$ cat config.mk
export PLATFORM = sky130hd
export DESIGN_NAME = axis_packet_rr_arbiter
export DESIGN_NICKNAME = d
export VERILOG_FILES = /design/src/rtl/axis_packet_rr_arbiter.sv
export SDC_FILE = /design/constraint.sdc
export NUM_CORES = 1
export LEC_CHECK = 0
export ABC_CLOCK_PERIOD_IN_PS = 3690
export CORE_ASPECT_RATIO = 1.5
export CORE_MARGIN = 3
export CORE_UTILIZATION = 42
export DETAILED_ROUTE_END_ITERATION = 8
export GPL_ROUTABILITY_DRIVEN = 0
export GPL_TIMING_DRIVEN = 0
export HOLD_SLACK_MARGIN = 0.05
export PLACE_DENSITY = 0.8
export SETUP_SLACK_MARGIN = 0.15
export SLEW_MARGIN = 20
export SYNTH_ARGS = -nofsm -noshare
export SYNTH_HDL_FRONTEND = slang
export SYNTH_SLANG_ARGS = --single-unit
export TNS_END_PERCENT = 1
$ cat constraint.sdc
create_clock -name clk -period 3.69 [get_ports clk]
set_input_delay 0.738 -clock clk [delete_from_list [all_inputs] [get_ports clk]]
set_output_delay 0.738 -clock clk [all_outputs]
set_load 0.03 [all_outputs]
$ cat src/rtl/axis_packet_rr_arbiter.sv
`default_nettype none
// +--------------------------------------------------------------------------+
// | Module      : axis_packet_rr_arbiter                                     |
// | Description : Packet-atomic round-robin arbiter sharing one outgoing     |
// |               AXI-Stream link between N_PORTS inputs. A grant is taken   |
// |               in IDLE and held until the TLAST beat of the granted port  |
// |               is accepted. The output side is a single register stage.   |
// | Ports       : clk, rst_n (async, active-low)                             |
// |               s_tvalid/s_tready/s_tlast [N_PORTS], s_tdata, s_tid        |
// |               (port p in slice p of the packed buses)                    |
// |               m_tvalid/m_tready/m_tdata/m_tid/m_tlast (registered out)   |
// |               grant (one-hot, zero when idle), busy (packet locked)      |
// | Revision    : 1.0 - initial release                                      |
// +--------------------------------------------------------------------------+
module axis_packet_rr_arbiter #(
  parameter int N_PORTS    = 5,
  parameter int DATA_WIDTH = 8,
  parameter int ID_WIDTH   = 3,
  parameter int PTR_WIDTH  = (N_PORTS > 1) ? $clog2(N_PORTS) : 1
) (
  input  logic                           clk,
  input  logic                           rst_n,
  input  logic [N_PORTS-1:0]             s_tvalid,
  output logic [N_PORTS-1:0]             s_tready,
  input  logic [N_PORTS*DATA_WIDTH-1:0]  s_tdata,
  input  logic [N_PORTS*ID_WIDTH-1:0]    s_tid,
  input  logic [N_PORTS-1:0]             s_tlast,
  output logic                           m_tvalid,
  input  logic                           m_tready,
  output logic [DATA_WIDTH-1:0]          m_tdata,
  output logic [ID_WIDTH-1:0]            m_tid,
  output logic                           m_tlast,
  output logic [N_PORTS-1:0]             grant,
  output logic                           busy
);

  localparam logic [0:0]           S_IDLE    = 1'b0;
  localparam logic [0:0]           S_LOCKED  = 1'b1;
  localparam logic [PTR_WIDTH:0]   C_NPORTS  = (PTR_WIDTH+1)'(N_PORTS);

  logic [0:0]             r_state;
  logic [PTR_WIDTH-1:0]   r_ptr;
  logic [N_PORTS-1:0]     r_grant;
  logic                   r_m_tvalid;
  logic [DATA_WIDTH-1:0]  r_m_tdata;
  logic [ID_WIDTH-1:0]    r_m_tid;
  logic                   r_m_tlast;

  logic                   w_out_ready;
  logic [N_PORTS-1:0]     w_hs;
  logic                   w_accept;
  logic                   w_accept_last;
  logic                   w_any;
  logic [PTR_WIDTH-1:0]   w_sel;
  logic [PTR_WIDTH:0]     w_idx;
  logic [PTR_WIDTH:0]     w_sel_p1;
  logic [PTR_WIDTH-1:0]   w_ptr_next;
  logic [N_PORTS-1:0]     w_sel_onehot;
  logic [DATA_WIDTH-1:0]  w_mux_data;
  logic [ID_WIDTH-1:0]    w_mux_id;
  logic                   w_mux_last;

  // The output register can take a new beat when empty or draining this cycle.
  assign w_out_ready   = ~r_m_tvalid | m_tready;
  // r_grant is all-zero in IDLE, so this also forces s_tready low there.
  assign s_tready      = r_grant & {N_PORTS{w_out_ready}};
  assign w_hs          = s_tvalid & s_tready;
  assign w_accept      = |w_hs;
  assign w_accept_last = |(w_hs & s_tlast);

  // Round-robin search: first requester at r_ptr, r_ptr+1, ... modulo N_PORTS.
  // The index is kept one bit wider so the wrap is a compare-and-subtract.
  always_comb begin
    w_any = 1'b0;
    w_sel = '0;
    w_idx = '0;
    for (int i = 0; i < N_PORTS; i++) begin
      w_idx = {1'b0, r_ptr} + (PTR_WIDTH+1)'(i);
      if (w_idx >= C_NPORTS) begin
        w_idx = w_idx - C_NPORTS;
      end
      if (!w_any && s_tvalid[w_idx[PTR_WIDTH-1:0]]) begin
        w_any = 1'b1;
        w_sel = w_idx[PTR_WIDTH-1:0];
      end
    end
  end

  // Pointer moves just past the winner; with one port this is always 0.
  always_comb begin
    w_sel_p1 = {1'b0, w_sel} + (PTR_WIDTH+1)'(1);
    if (w_sel_p1 >= C_NPORTS) begin
      w_sel_p1 = '0;
    end
    w_ptr_next = w_sel_p1[PTR_WIDTH-1:0];
  end

  assign w_sel_onehot = N_PORTS'(1) << w_sel;

  // AND-OR mux on the one-hot grant: non-granted ports never reach the output.
  always_comb begin
    w_mux_data = '0;
    w_mux_id   = '0;
    w_mux_last = 1'b0;
    for (int p = 0; p < N_PORTS; p++) begin
      if (r_grant[p]) begin
        w_mux_data = w_mux_data | s_tdata[p*DATA_WIDTH +: DATA_WIDTH];
        w_mux_id   = w_mux_id   | s_tid[p*ID_WIDTH +: ID_WIDTH];
        w_mux_last = w_mux_last | s_tlast[p];
      end
    end
  end

  // Arbitration state: grant taken in IDLE, released on the accepted TLAST.
  always_ff @(posedge clk or negedge rst_n) begin
    if (!rst_n) begin
      r_state <= S_IDLE;
      r_ptr   <= '0;
      r_grant <= '0;
    end else if (r_state == S_IDLE) begin
      if (w_any) begin
        r_grant <= w_sel_onehot;
        r_ptr   <= w_ptr_next;
        r_state <= S_LOCKED;
      end
    end else begin
      if (w_accept_last) begin
        r_grant <= '0;
        r_state <= S_IDLE;
      end
    end
  end

  // Output stage: payload only loads on accept, so it holds while stalled.
  always_ff @(posedge clk or negedge rst_n) begin
    if (!rst_n) begin
      r_m_tvalid <= 1'b0;
      r_m_tdata  <= '0;
      r_m_tid    <= '0;
      r_m_tlast  <= 1'b0;
    end else if (w_accept) begin
      r_m_tvalid <= 1'b1;
      r_m_tdata  <= w_mux_data;
      r_m_tid    <= w_mux_id;
      r_m_tlast  <= w_mux_last;
    end else if (m_tready) begin
      r_m_tvalid <= 1'b0;
    end
  end

  assign m_tvalid = r_m_tvalid;
  assign m_tdata  = r_m_tdata;
  assign m_tid    = r_m_tid;
  assign m_tlast  = r_m_tlast;
  assign grant    = r_grant;
  assign busy     = (r_state == S_LOCKED);

`ifndef SYNTHESIS
  a_grant_onehot0 : assert property (@(posedge clk) disable iff (!rst_n)
    $onehot0(r_grant));

  a_out_hold : assert property (@(posedge clk) disable iff (!rst_n)
    (r_m_tvalid && !m_tready) |=>
      (r_m_tvalid && $stable(r_m_tdata) && $stable(r_m_tid) && $stable(r_m_tlast)));
`endif

endmodule
`default_nettype wire

==> flow_summary.yaml <==
synth:
  post-synth-top-count-cell: "nand2_1"
  yosys-top-cells-count: "nand2_1, dfrtp_1, mux2_2, a22oi_1, ha_1"
  ys_warn_count: 0
  synthXorXnorAreaFrac: 0.0167
  synth-simple-area-share: 0.201
  synth.area.mux_share: 0.0928
  syn_area_sq_um: 2620
  synth_edf_count: 0
  ys_async_sr_fraction: 1.00
  ys_ff_latch: 22
  synth_top_area_share: 0.211
  syn_nets: 365
  yosysUniqueCellTypes: 74
  netlist.top_cell.by_area: "dfrtp_1"
  synth_top_family_by_area: "compound AO/OA/AOI/OAI gates"
  synth_compound_area_frac: 0.344
  ys.flop_type: "dfrtp_1"
  syn_avg_cell_area_sq_um: 9.24
  yosys-top-cells-area: "dfrtp_1, ha_1, mux2_2"
  ys_seq_area_frac: 0.211
  netlist_instances: 283
  synth_fa_ha_area_frac: 0.0699
route:
  via_count: 2848
  drtIter0Drc: 245
  ant_nets: 0
  wire_per_inst_um: 18.6
  first_pass_iters: 6
  postRouteWirelength_um: 8660
  drcViolationCount: 0
  vias_per_cell: 6.12
setup_path:
  cp_max_fo: 6
  slowest_stage: "dfrtp_2"
  crit_buf_inv: 2
  rrSetupSlack_ns: 0.16
  crit_arrival_ns: 3.70
  end_kind: "flop"
  cpPeakStageDelay_ns: 0.46
  critPathMostFrequentCell: "ha_4"
  critPathLaunch: "r_ptr[0]"
  reg2regPathDepth: 15
  crit_type: "flop to flop"
  cp-endpoint: "r_ptr[1]"
  setup.worst_path.start_class: "flop"
  crit_chain: "clkinv_4, ha_4, inv_2, fa_2, or3_4, and2_4, a221o_1, nand2_4, nor2_8, a311oi_2, o21ai_2, ha_4, ha_4, a21oi_4, o31ai_2"
  cpLargestDelayFamily: "compound AO/OA/AOI/OAI gates"
  r2r-end: "r_ptr[1]"
  cp_num_cells: 15
  crit_required_ns: 3.86
  reg2reg_from: "r_ptr[0]"
clocking:
  clock_latency_ns: 0.26
  htreeDepth: 1
  clkTransAtPathRegs_ns: 0.07
  clock_path_buffers: 2
  tritoncts: "built"
  holdBufCountCts: 0
  cts_buffers: 3
  root_buffer: "clkbuf_8"
  numClockSinks: 22
floorplanning:
  rows: 34
  die_area_sq_um: 7230
  die_y_um: 103
  fp.coreArea_sq_um: 5910
  die-width_um: 70.4
  initial_core_util: 0.442
  io_pins: 92
global_routing:
  gr-total-overflow: 0
  grt_use_total: 0.238
  top_usage_layer: "met2"
  globalRouteMet1Util: 0.273
  antenna_found_initial: 0
  grt_pass1_vias: 2747
  grtUsageMet3: 0.0429
  grt_max_degree: 23
  grt_pass1_wl_um: 13800
  use_met2: 0.439
sta:
  finalSetupViolations: 0
  maxSlewHeadroom: 0.370
  finalCriticalPeriod_ns: 3.53
  whs_ns: 0.505
  min_period_over_period: 0.957
  finalWorstSetupSlack_ns: 0.160
  worstMarginPinSlew_ns: 0.942
  rsz0062_at_grt: "true"
  finalHoldViolations: 0
  maxClockFrequency_ghz: 0.283
  final_max_slew_viol_count: 0
  fin_worst_skew_ns: 0.00259
min_path:
  hp-class: "flop to flop"
  min-delay-start: "m_tdata[1]"
place:
  hpwl_um: 6580
  place_ws_ns: -0.456
  portBuffers: 88
power:
  combinationalPowerShare: 0.865
  p_seq_frac: 0.101
  swShare: 0.493
  p_switching_mw: 2.08
  clockPowerShare: 0.034
  power.internal_mw: 2.14
  total_power_mw: 4.22
  p_per_area_nw_per_um2: 1050
  power_leakage_nw: 1.61
  peakVddDrop_uv: 682
layout:
  drive_gt1_frac: 0.282
  nNetsFinal: 477
  synthToLayoutAreaGrowth_pct: 53.5
  n_fill_cell: 480
  utilization: 0.679
  diodes: 0
status:
  status: "complete, no violations"
run:
  maxCapViolCount: 0
cell usage in the layout (no fill, tap or decap), drive strengths merged, types with 2 or more instances in the layout:
master | synthesis | routed
o211ai | 2 | 2
a211o | 3 | 3
a21boi | 4 | 4
mux2 | 14 | 14
o31ai | 2 | 2
ha | 13 | 13
dfrtp | 22 | 22
nand2b | 9 | 9
clkinv | 0 | 2
nor4 | 2 | 2
nor2 | 12 | 12
o22ai | 3 | 3
mux4 | 2 | 2
nor3 | 4 | 4
inv | 13 | 11
clkbuf | 8 | 11
o2111ai | 3 | 3
a22o | 5 | 5
a211oi | 3 | 3
o311ai | 2 | 2
o2bb2ai | 2 | 2
and3 | 6 | 6
o21ai | 7 | 7
mux2i | 4 | 4
o221ai | 2 | 2
a22oi | 13 | 13
o21a | 2 | 2
nand3 | 8 | 8
a221o | 2 | 2
a21oi | 15 | 15
buf | 12 | 31
and2 | 8 | 8
nand2 | 34 | 34
clkdlybuf4s50 | 0 | 87
a222oi | 12 | 12
a31oi | 3 | 3
xnor2 | 5 | 5
a21o | 2 | 2
nor2b | 4 | 4
worst register-to-register path, stage by stage, from the launching register on:
cell	delay [ns]
dfrtp_2	0.46
clkinv_4	0.10
ha_4	0.14
inv_2	0.05
fa_2	0.39
or3_4	0.43
and2_4	0.18
a221o_1	0.39
nand2_4	0.13
nor2_8	0.06
a311oi_2	0.24
o21ai_2	0.14
ha_4	0.19
ha_4	0.27
a21oi_4	0.04
o31ai_2	0.21
per-stage QoR:
step | setup TNS (ns) | cells | cell area (sq um)
global route | 0 | 465 | 4010
global placement | -1.96 | 443 | 3670
floorplan | 0 | 283 | 2700
detailed placement | -2.19 | 443 | 3670
finish | 0 | 465 | 4010
CTS | 0 | 460 | 3880
cell type report:
class | instances | area (sq um) | share of cell area
Buffer | 19 | 134 | 0.0334
Sequential cell | 22 | 554 | 0.138
Tap cell | 72 | 90.1 | 0.0224
Inverter | 13 | 68.8 | 0.0171
Clock buffer | 3 | 41.3 | 0.0103
Multi-Input combinational cell | 228 | 2090 | 0.520
Timing Repair Buffer | 108 | 1040 | 0.258
flip-flops by register name, indices dropped and copies added (netlist names):
register  cells
grant         5
m_tdata       8
m_tlast       1
m_tvalid      1
m_tid         3
r_ptr         3
busy          1
logic make-up after synthesis:
logic type                 Yosys count
AOI/OAI and AO/OA                   96
and+or+nand+nor                     93
buffers and inverters               33
DFF                                 22
muxes                               20
adders and majority gates           14
xor gates and xnor gates             5
power groups by stage:
stage / logic, mW / registers (mW) / clock network, mW
finish: 3.66 / 0.425 / 0.143
detailed placement: 3.06 / 0.433 / 0
global route: 3.93 / 0.440 / 0.155
global placement: 2.98 / 0.430 / 0
CTS: 3.41 / 0.423 / 0.146
floorplan: 2.20 / 0.570 / 0
worst min path at each step:
| stage | to | slack, ns | depth (start not counted) |
|---|---|---|---|
| after global routing | m_tdata[0] | 0.52 | 1 |
| after detailed placement | m_tid[2] | 0.49 | 1 |
| after floorplan | busy | 0.44 | 0 |
| final | m_tdata[1] | 0.51 | 1 |
| after CTS | m_tid[2] | 0.51 | 1 |
| after global placement | m_tdata[0] | 0.49 | 1 |
repair_timing:
action	in CTS	in global routing
resized for setup	18	27
buffers inserted	14	6
endpoints found under the setup margin	8	8
pin swaps	12	22
layer usage:
layer	vias up	share of wire
li1	1311	-
met4	0	0.027
met5	-	0
met2	142	0.51
met1	1376	0.37
met3	19	0.096
Power figures use the tool's default switching activity.
